### src/rtl/hit_manager.sv
// rtl/hit_manager.sv - collision-to-life-loss sequencer with respawn freeze and invulnerability timing
// One clean game_stop per hit, clear on start, and a phase counter shared by the timed states.
module hit_manager #(
  parameter int RESPAWN_CYCLES = 50_000_000,
  parameter int INVULN_CYCLES  = 100_000_000,
  parameter int CNT_W          = 27,
  parameter int BLINK_BIT      = 22
) (
  input  logic       clk,
  input  logic       rst_n,
  input  logic       start,
  input  logic       collision,
  input  logic       game_end,
  output logic       game_stop,
  output logic       clear,
  output logic       freeze,
  output logic       invincible,
  output logic       sprite_on,
  output logic [2:0] state
);

  typedef enum logic [2:0] {
    S_IDLE    = 3'd0,
    S_PLAY    = 3'd1,
    S_HIT     = 3'd2,
    S_RESPAWN = 3'd3,
    S_INVULN  = 3'd4,
    S_OVER    = 3'd5
  } state_e;

  localparam logic [CNT_W-1:0] RESP_LAST = CNT_W'(RESPAWN_CYCLES - 1);
  localparam logic [CNT_W-1:0] INV_LAST  = CNT_W'(INVULN_CYCLES - 1);

  state_e           state_d, state_q;
  logic [CNT_W-1:0] cnt_d, cnt_q;
  logic             game_stop_d, game_stop_q;
  logic             clear_d, clear_q;
  logic             freeze_d, freeze_q;
  logic             invincible_d, invincible_q;
  logic             sprite_on_d, sprite_on_q;

  always_comb begin
    state_d     = state_q;
    cnt_d       = '0;
    game_stop_d = 1'b0;
    clear_d     = 1'b0;
    case (state_q)
      S_IDLE, S_OVER: begin
        if (start) begin
          state_d = S_PLAY;
          clear_d = 1'b1;
        end
      end
      S_PLAY: begin
        if (collision) begin
          state_d     = S_HIT;
          game_stop_d = 1'b1;
        end
      end
      // life has had a full cycle to react to game_stop before game_end is used here
      S_HIT: state_d = game_end ? S_OVER : S_RESPAWN;
      S_RESPAWN: begin
        if (cnt_q == RESP_LAST) state_d = S_INVULN;
        else                    cnt_d   = cnt_q + CNT_W'(1);
      end
      S_INVULN: begin
        if (cnt_q == INV_LAST) state_d = S_PLAY;
        else                   cnt_d   = cnt_q + CNT_W'(1);
      end
      default: state_d = S_IDLE;
    endcase

    // Outputs are derived from the next state so the registered copies track state_q exactly
    freeze_d     = !((state_d == S_PLAY) || (state_d == S_INVULN));
    invincible_d = (state_d == S_RESPAWN) || (state_d == S_INVULN);
    sprite_on_d  = (state_d == S_INVULN) ? ~cnt_d[BLINK_BIT] : 1'b1;
  end

  always_ff @(posedge clk or negedge rst_n) begin
    if (!rst_n) begin
      state_q      <= S_IDLE;
      cnt_q        <= '0;
      game_stop_q  <= 1'b0;
      clear_q      <= 1'b0;
      freeze_q     <= 1'b1;
      invincible_q <= 1'b0;
      sprite_on_q  <= 1'b1;
    end else begin
      state_q      <= state_d;
      cnt_q        <= cnt_d;
      game_stop_q  <= game_stop_d;
      clear_q      <= clear_d;
      freeze_q     <= freeze_d;
      invincible_q <= invincible_d;
      sprite_on_q  <= sprite_on_d;
    end
  end

  assign state      = state_q;
  assign game_stop  = game_stop_q;
  assign clear      = clear_q;
  assign freeze     = freeze_q;
  assign invincible = invincible_q;
  assign sprite_on  = sprite_on_q;

endmodule

### config.mk
export PLATFORM = sky130hd
export DESIGN_NAME = hit_manager
export DESIGN_NICKNAME = d
export VERILOG_FILES = /design/src/rtl/hit_manager.sv
export SDC_FILE = /design/constraint.sdc
export NUM_CORES = 1
export LEC_CHECK = 0
export BUFFER_PORTS_ARGS = -buffer_cell sky130_fd_sc_hd__buf_2
export CORE_MARGIN = 1
export CORE_UTILIZATION = 53
export DETAILED_ROUTE_END_ITERATION = 6
export GPL_ROUTABILITY_DRIVEN = 0
export PLACE_DENSITY = 0.85
export SLEW_MARGIN = 10
export SYNTH_ARGS = -nofsm -noshare
export SYNTH_HDL_FRONTEND = slang
export SYNTH_SLANG_ARGS = --single-unit
### constraint.sdc
create_clock -name clk -period 1.7 [get_ports clk]
set_input_delay 0 -clock clk [delete_from_list [all_inputs] [get_ports clk]]
set_output_delay 0 -clock clk [all_outputs]
set_load 0.005 [all_outputs]
==> flow_summary.yaml, run 1 <==
flow_run:
  maxCapViolations: 0
floorplanning:
  rows: 20
  fp.dieH_um: 60.4
  design.die.area_um2: 3650
  die_w_um: 60.4
  core_region_area_um2: 3150
  io_pins: 13
  start_util: 0.574
clock_network:
  worst_skew_pair.late_latency_ns: 0.36
  root_buffer: "clkbuf_4"
  htree_levels: 2
  cts_tree: "built"
  clkTransAtPathRegs_ns: 0.11
  clock_sinks: 35
  clockBufferDepth: 2
  numCtsBuffers: 5
grt:
  antenna_found_initial: 0
  grt.total_usage: 0.266
  grt_max_degree: 36
  gr-total-overflow: 0
  grt_pass1_wl_um: 6780
  first_global_vias: 1524
outcome:
  status: "complete, but fails checks"
  violations: "setup timing"
routing:
  viasPerCell: 5.71
  wl_per_cell_um: 17.5
  drt-pass1-iter-count: 4
  drt_wl_total_um: 4810
  drtAntennaViolNets: 0
  vias: 1565
  drcViolationCount: 0
  dr.max_layer_used: "met4"
  dr_wl_met3_um: 234
  drtIter0Drc: 137
  met2_length_um: 2590
  wl_met1_um: 1770
logic_synthesis:
  syn_inst: 180
  synthFlopType: "dfrtp_1"
  yosysTopAreaCell: "dfrtp_1"
  ys_types: 40
  synth.most_common_cell: "dfrtp_1"
  synthArstFlopShare: 1.00
  synth_area_leaders: "dfrtp_1 (46%), xor2_1 (6.3%), nor2_1 (6.2%)"
  synth-seq-cells: 35
  syn_avg_cell_area_um2: 10.1
  synth_common_cells: "dfrtp_1 (33), nor2_1 (30), xor2_1 (13)"
  synth_top_area_share: 0.456
  ys_seq_area_frac: 0.485
  synth_edf_count: 0
  syn_area_um2: 1810
  synthesis.nets: 186
  ys.warnings.count: 0
critical_path:
  r2r_start: "cnt_q[22]"
  crit_chain: "and4_1 > nand2_1 > o31ai_4 > o21a_4 > buf_4 > nor2_2"
  critPathLaunchType: "flip-flop"
  setup.worst_path.end_class: "flip-flop"
  worstSetupPathType: "reg2reg"
  reg2reg_depth: 6
  r2r-end: "cnt_q[20]"
  r2r_slack_ns: -0.15
  worstPathRequired_ns: 1.95
  max_stage_delay_ns: 0.40
  cp-startpoint: "cnt_q[22]"
  endpoint: "cnt_q[20]"
  slowest_stage: "dfrtp_1"
  cp_max_fo: 4
  arrival_ns: 2.10
timing:
  fmax_ghz: 0.541
  tns_ns: -3.48
  drv_slew: 0
  relSlewSlack: 0.482
  fin_hold_ws_ns: 0.0572
  finalCritPeriodShare: 1.09
  hold_viol: 0
  rsz0062_at_grt: "true"
  setup_viol: 28
  fin_crit_ns: 1.85
  worstMarginPinSlew_ns: 0.777
  fin_ws_ns: -0.148
  skew_ns: 0.0107
place:
  pre_cts_slack_ns: -0.0956
  io_buffers: 12
  dp.final_hpwl_um: 2810
  dpl-instance-area_um2: 2080
  place_inst: 254
pwr:
  seq_power_share: 0.407
  cellLeakagePower_nw: 1.02
  power.share.clock: 0.222
  power_per_cell_area_nw_per_um2: 1010
  ir_drop_uv: 840
  power_mw: 2.42
  p_int_mw: 1.62
  sw_frac_of_total: 0.331
  p_sw_mw: 0.803
  combPwrFrac: 0.372
final_layout:
  fin_cells: 274
  post-route-util: 0.763
  stdcell_area_um2: 2400
  area_growth_pct: 32.9
  drive_gt1_frac: 0.370
  fin_nets: 235
  num_antenna_cells: 0
hold_path:
  whs_path_depth: 3
  hold_path.class: "in2reg"
## what timing repair did
item	CTS	global route
cloned	1	1
hold buffers	3	0
pin swaps	9	9
endpoints found under the setup margin	31	33
endpoints found under the hold margin	36	0
setup buffers	5	3
gates resized for setup	13	19
## cell usage in the layout (no fill, tap or decap), drive strengths merged, types with 2 or more instances in the layout
cell and instances:
buf 47, dfrtp 33, nor2 30, xor2 13, xnor2 12, nand2 11
nand3 9, nand4 8, clkbuf 8, nor3 8, and4 5, and3 5
nor2b 4, inv 4, a21oi 4, dlygate4sd3 3, nor3b 3, nand2b 2
o21ai 2, dfstp 2, nor4b 2, nor4 2, or2 2
## per-layer routing
| layer | global-route usage | vias up |
|---|---|---|
| li1 | - | 717 |
| met1 | 0.281 | 777 |
| met2 | 0.462 | 49 |
| met3 | 0.0832 | 22 |
| met4 | 0.162 | 0 |
| met5 | 0 | - |
## power by group through the flow
stage          registers [mW]  clock network (mW)  logic, mW
5_1_grt                 0.997               0.579      0.967
4_1_cts                 0.986               0.526      0.860
3_3_place_gp            0.993                   0      0.658
6_report                0.985               0.537      0.900
3_5_place_dp             1.00                   0      0.700
2_1_floorplan            1.00                   0      0.461
## final cells by class
cell class	instances	area (um2)
timing repair buffer	50	393
fill	213	748
multi-input combinational	133	995
tap	44	55.1
clock buffer	8	68.8
inverter	4	15.0
sequential	35	878
## how the worst min path moves through the flow
stage,from,to,slack (ns)
floorplan,rst_n,clear,-0.30
global placement,rst_n,clear,0.09
detailed placement,rst_n,state[1],0.11
CTS,game_end,invincible,0.04
global route,game_end,invincible,0.08
finish,game_end,invincible,0.06
## sequential cells by signal, summed over array words and instances, names as in the netlist
| register | cells |
|---|---|
| state | 3 |
| cnt_q | 27 |
| clear | 1 |
| freeze | 1 |
| sprite_on | 1 |
| game_stop | 1 |
| invincible | 1 |
## critical path, delay by kind of cell (launching register included)
family / cells / cell delay, ns
AO/OA/AOI/OAI: 2 / 0.59
flip-flops: 1 / 0.40
buffers and inverters: 1 / 0.16
AND/OR/NAND/NOR: 3 / 0.57
## kinds of logic (layout without fill, tap and decap cells)
logic type	Yosys count	after routing	share of synthesized area
AOI/OAI and AO/OA	14	14	0.0616
xor gates and xnor gates	25	25	0.121
adders and majority gates	1	1	0.00691
buffers and inverters	12	62	0.0380
DFF	35	35	0.485
and+or+nand+nor	93	93	0.287
Note: power is estimated with default switching activity, not from simulation.
==> run 2, diff against run 1 <==
--- a/config.mk
+++ b/config.mk
@@ -11,5 +11,5 @@
 export DETAILED_ROUTE_END_ITERATION = 6
 export GPL_ROUTABILITY_DRIVEN = 0
-export PLACE_DENSITY = 0.85
+export PLACE_DENSITY = 0.74
 export SLEW_MARGIN = 10
 export SYNTH_ARGS = -nofsm -noshare
==> constraint.sdc (replaced) <==
create_clock -name clk -period 1.7 [get_ports clk]
set_input_delay 0.34 -clock clk [delete_from_list [all_inputs] [get_ports clk]]
set_output_delay 0.34 -clock clk [all_outputs]
set_load 0.005 [all_outputs]
==> flow_summary.yaml, run 2 (synthesis results as in run 1) <==
pwr:
  power.share.clock: 0.223
  power_per_cell_area_nw_per_um2: 1010
  seq_power_share: 0.424
  cellLeakagePower_nw: 0.996
  p_int_mw: 1.56
  combPwrFrac: 0.352
  sw_frac_of_total: 0.342
  ir_drop_uv: 777
  p_sw_mw: 0.813
  power_mw: 2.37
final_layout:
  fin_nets: 234
  num_antenna_cells: 0
  area_growth_pct: 30.5
  regMostFlops: "cnt_q"
  drive_gt1_frac: 0.432
  largest_reg_flops: 27
  num-fill-cells: 235
  final_cell_mix: "dfrtp_1 (32), buf_4 (32), nor2_2 (17), xor2_1 (13), nor2_1 (13)"
grt:
  antenna_found_initial: 0
  grtUsageMet2: 0.427
  grt.total_usage: 0.260
  gr-total-overflow: 0
  grt_pass1_wl_um: 6790
  first_global_vias: 1450
  top_usage_layer: "met2"
  grt_max_degree: 36
  grtUsageMet1: 0.326
  grtUsageMet3: 0.0768
critical_path:
  r2r_start: "cnt_q[11]"
  endpoint: "freeze"
  r2r-end: "freeze"
  reg2reg_depth: 6
  setup.worst_path.end_class: "flip-flop"
  cp-startpoint: "cnt_q[11]"
  arrival_ns: 2.09
  worstPathRequired_ns: 2.00
  worstSetupPathType: "reg2reg"
  cp_max_fo: 2
  critPathLaunchType: "flip-flop"
  r2r_slack_ns: -0.09
timing:
  relSlewSlack: 0.711
  skew_ns: 0.0155
  fin_ws_ns: -0.0947
  fmax_ghz: 0.557
  fin_crit_ns: 1.79
  drv_slew: 0
  rsz0062_at_grt: "true"
  setup_viol: 28
  worstMarginPinSlew_ns: 0.433
  finalCritPeriodShare: 1.06
  hold_viol: 0
clock_network:
  cts_tree: "built"
  root_buffer: "clkbuf_4"
  cts_hold_repair.buffers: 0
  numCtsBuffers: 5
  htree_levels: 2
  clockBufferDepth: 2
  clkTransAtPathRegs_ns: 0.12
  worst_skew_pair.late_latency_ns: 0.35
  clock_sinks: 35
routing:
  viasPerCell: 5.37
  vias: 1466
  drt_wl_total_um: 4100
  drt-pass1-iter-count: 4
  drtIter0Drc: 86
  drcViolationCount: 0
  drtAntennaViolNets: 0
  wl_per_cell_um: 15.0
place:
  dp.final_hpwl_um: 2720
  io_buffers: 12
  pre_cts_slack_ns: -0.156
floorplanning:
  fp.dieH_um: 60.4
  core_region_area_um2: 3150
  io_pins: 13
  design.die.area_um2: 3650
  rows: 20
  start_util: 0.574
  die_w_um: 60.4
outcome:
  status: "complete, but fails checks"
  violations: "setup timing"
flow_run:
  maxCapViolations: 0
hold_path:
  hold_path.class: "in2async"
## run 2: cell count changes in the layout (fill, tap and decap cells not counted), moves of 2 or more
| cell | previous run | this run |
|---|---|---|
| dlygate4sd3_1 | 3 | 0 |
| nor2_2 | 2 | 17 |
| nor2_1 | 27 | 13 |
| nor3_2 | 4 | 6 |
| buf_6 | 2 | 4 |
## run 2: routing by layer
layer | vias up | wire, um
met2 | 19 | 2130
li1 | 713 | -
met3 | 7 | 110
met5 | - | 0
met1 | 727 | 1780
met4 | 0 | 78
## run 2: cell type report
class	instances	area (um2)	share of cell area
multi-input combinational	133	978	0.414
tap	44	55.1	0.0233
inverter	4	15.0	0.00636
timing repair buffer	49	360	0.153
clock buffer	7	65.1	0.0276
clock inverter	1	7.51	0.00318
sequential	35	880	0.373
## run 2: power by group through the flow
| stage | registers, mW | logic [mW] | clock network (mW) |
|---|---|---|---|
| floorplan | 1.00 | 0.461 | 0 |
| global placement | 1.02 | 0.612 | 0 |
| detailed placement | 1.02 | 0.632 | 0 |
| CTS | 1.01 | 0.804 | 0.536 |
| global route | 1.03 | 0.910 | 0.580 |
| finish | 1.01 | 0.837 | 0.530 |
## run 2: worst min-delay path by stage
stage,start,to,depth (start not counted)
finish,rst_n,cnt_q[7],2
detailed placement,rst_n,cnt_q[10],2
floorplan,rst_n,clear,0
CTS,rst_n,cnt_q[5],2
global placement,rst_n,cnt_q[9],2
global route,rst_n,cnt_q[4],2
## run 2: repair_timing
| action | in CTS | in global routing |
|---|---|---|
| gates cloned | 2 | 0 |
| hold endpoints to repair | 0 | 0 |
| resized for setup | 21 | 22 |
| setup endpoints to repair | 29 | 32 |
| setup buffers | 1 | 3 |
| pin swaps | 4 | 5 |
## run 2: critical path: stages, from the launching register on
cell and delay (ns):
dfrtp_1 0.42, nor4_4 0.37, nand4_1 0.23, buf_4 0.20, nor3_2 0.15, a211oi_2 0.11
o221a_2 0.27
## run 2: per-stage QoR
step                      std cells  hold WS (ns)  area [um2]   util  TNS (ns)
final                           273       0.00316        2360  0.749     -2.18
after global routing            273        0.0149        2360  0.749     -3.77
after CTS                       270        0.0168        2270  0.719     -1.71
after detailed placement        259         0.400        2100  0.667     -3.72
after global placement          259         0.390        2100  0.667     -1.79
after floorplan                 180        0.0444        1820      -     -1.05
==> run 3, diff against run 2 <==
- CORE_UTILIZATION: 53 -> 59
- PLACE_DENSITY: 0.74 -> 0.78
- clock period: 1.7 -> 2 ns (I/O delays scaled with it)
==> flow_summary.yaml, run 3 (synthesis results as in run 1) <==
outcome:
  status: "complete, but fails checks"
  violations: "DRC"
final_layout:
  num-fill-cells: 234
  final_cell_mix: "dfrtp_1 (33), nor2_1 (30), xor2_1 (13), xnor2_1 (12), buf_2 (12)"
  area_growth_pct: 7.12
  fin_nets: 200
  drive_gt1_frac: 0.179
  num_antenna_cells: 0
  largest_reg_flops: 27
  stdcell_area_um2: 1940
  regMostFlops: "cnt_q"
  final_common_cell: "dfrtp_1"
critical_path:
  worstSetupPathType: "reg2reg"
  critPathLaunchType: "flip-flop"
  cp_max_fo: 17
  worstPathRequired_ns: 2.24
  arrival_ns: 2.10
  setup.worst_path.end_class: "flip-flop"
clock_network:
  clockBufferDepth: 2
  worst_skew_pair.late_latency_ns: 0.35
  cts_tree: "built"
  root_buffer: "clkbuf_4"
  numCtsBuffers: 5
  htree_levels: 2
  postCtsSetupRepairBufs: 0
  clock_sinks: 35
  clkTransAtPathRegs_ns: 0.10
timing:
  setup_viol: 0
  fmax_ghz: 0.537
  relSlewSlack: 0.505
  rsz0062_at_grt: "false"
  fin_crit_ns: 1.86
  skew_ns: 0.0108
  fin_hold_ws_ns: 0.105
  drv_slew: 0
  worstMarginPinSlew_ns: 0.742
  hold_viol: 0
  tns_ns: 0
  finalCritPeriodShare: 0.930
grt:
  grt_max_degree: 36
  grtUsageMet2: 0.370
  grtUsageMet3: 0.0748
  grt_pass1_wl_um: 5610
  grtUsageMet1: 0.277
  grt.total_usage: 0.226
  top_usage_layer: "met2"
  gr-total-overflow: 0
  antenna_found_initial: 0
  first_global_vias: 1287
floorplanning:
  rows: 19
  io_pins: 13
  design.die.area_um2: 3290
  die_w_um: 57.4
  start_util: 0.640
  core_region_area_um2: 2830
  fp.dieH_um: 57.4
pwr:
  power_per_cell_area_nw_per_um2: 877
  ir_drop_uv: 435
  cellLeakagePower_nw: 0.794
routing:
  drt-pass1-iter-count: 6
  drtIter0Drc: 42
  viasPerCell: 5.88
  wl_per_cell_um: 14.2
  drcViolationCount: 4
  vias: 1328
  drt_wl_total_um: 3200
  drtAntennaViolNets: 0
place:
  io_buffers: 12
  dp.final_hpwl_um: 2280
  dpl-instance-area_um2: 1880
flow_run:
  maxCapViolations: 0
hold_path:
  hold_path.class: "in2async"
run 3: changes by cell type in the layout (fill, tap and decap cells not counted), sizes merged:
| cell | change |
|---|---|
| buf | -34 |
| clkbuf | +1 |
| clkinvlp | -1 |
run 3: final cells by class:
| class | count | area [um2] | area share |
|---|---|---|---|
| well taps | 31 | 38.8 | 0.0200 |
| repair buffers | 15 | 82.6 | 0.0426 |
| multi-input cells | 133 | 875 | 0.451 |
| clock buffers | 8 | 48.8 | 0.0252 |
| inverters | 4 | 15.0 | 0.00775 |
| flip-flops and latches | 35 | 878 | 0.453 |
run 3: stage by stage:
step | utilization | worst slack [ns] | power (mW) | std cells
after floorplan | - | 0.198 | 1.23 | 180
after global placement | 0.663 | 0.178 | 1.33 | 218
after detailed placement | 0.663 | 0.0965 | 1.35 | 218
after CTS | 0.681 | 0.0728 | 1.71 | 226
after global routing | 0.685 | 0.0265 | 1.80 | 226
final | 0.685 | 0.139 | 1.70 | 226
run 3: power breakdown:
group	internal [mW]	switching, mW
clock network	0.140	0.221
registers	0.787	0.0864
logic	0.211	0.256
run 3: final timing paths:
| path | startpoint | endpoint | slack [ns] | cells after the start |
|---|---|---|---|---|
| min | rst_n | game_stop | 0.11 | 1 |
| max | cnt_q[8] | cnt_q[5] | 0.14 | 6 |
| max reg2reg | cnt_q[8] | cnt_q[5] | 0.14 | 6 |
| min reg2reg | cnt_q[0] | cnt_q[0] | 0.50 | 1 |
| max in group asynchronous | rst_n | cnt_q[9] | 1.41 | 1 |
| min in group clk | start | clear | 0.33 | 2 |
run 3: worst max-delay path: stages (launching register included):
cell	delay, ns
dfrtp_1	0.45
nor4_2	0.37
nand4_1	0.23
o31ai_4	0.23
o21a_1	0.17
buf_4	0.22
nor3_1	0.08
run 3: timing repair:
item	4_1_cts	5_1_grt
endpoints found under the hold margin	0	0
hold buffers	0	0
endpoints found under the setup margin	0	21
gates resized for setup	0	3
run 3: layer usage:
metal | up-vias | wire length, um
li1 | 652 | -
met1 | 638 | 1450
met2 | 31 | 1530
met3 | 7 | 164
met4 | 0 | 56
met5 | - | 0
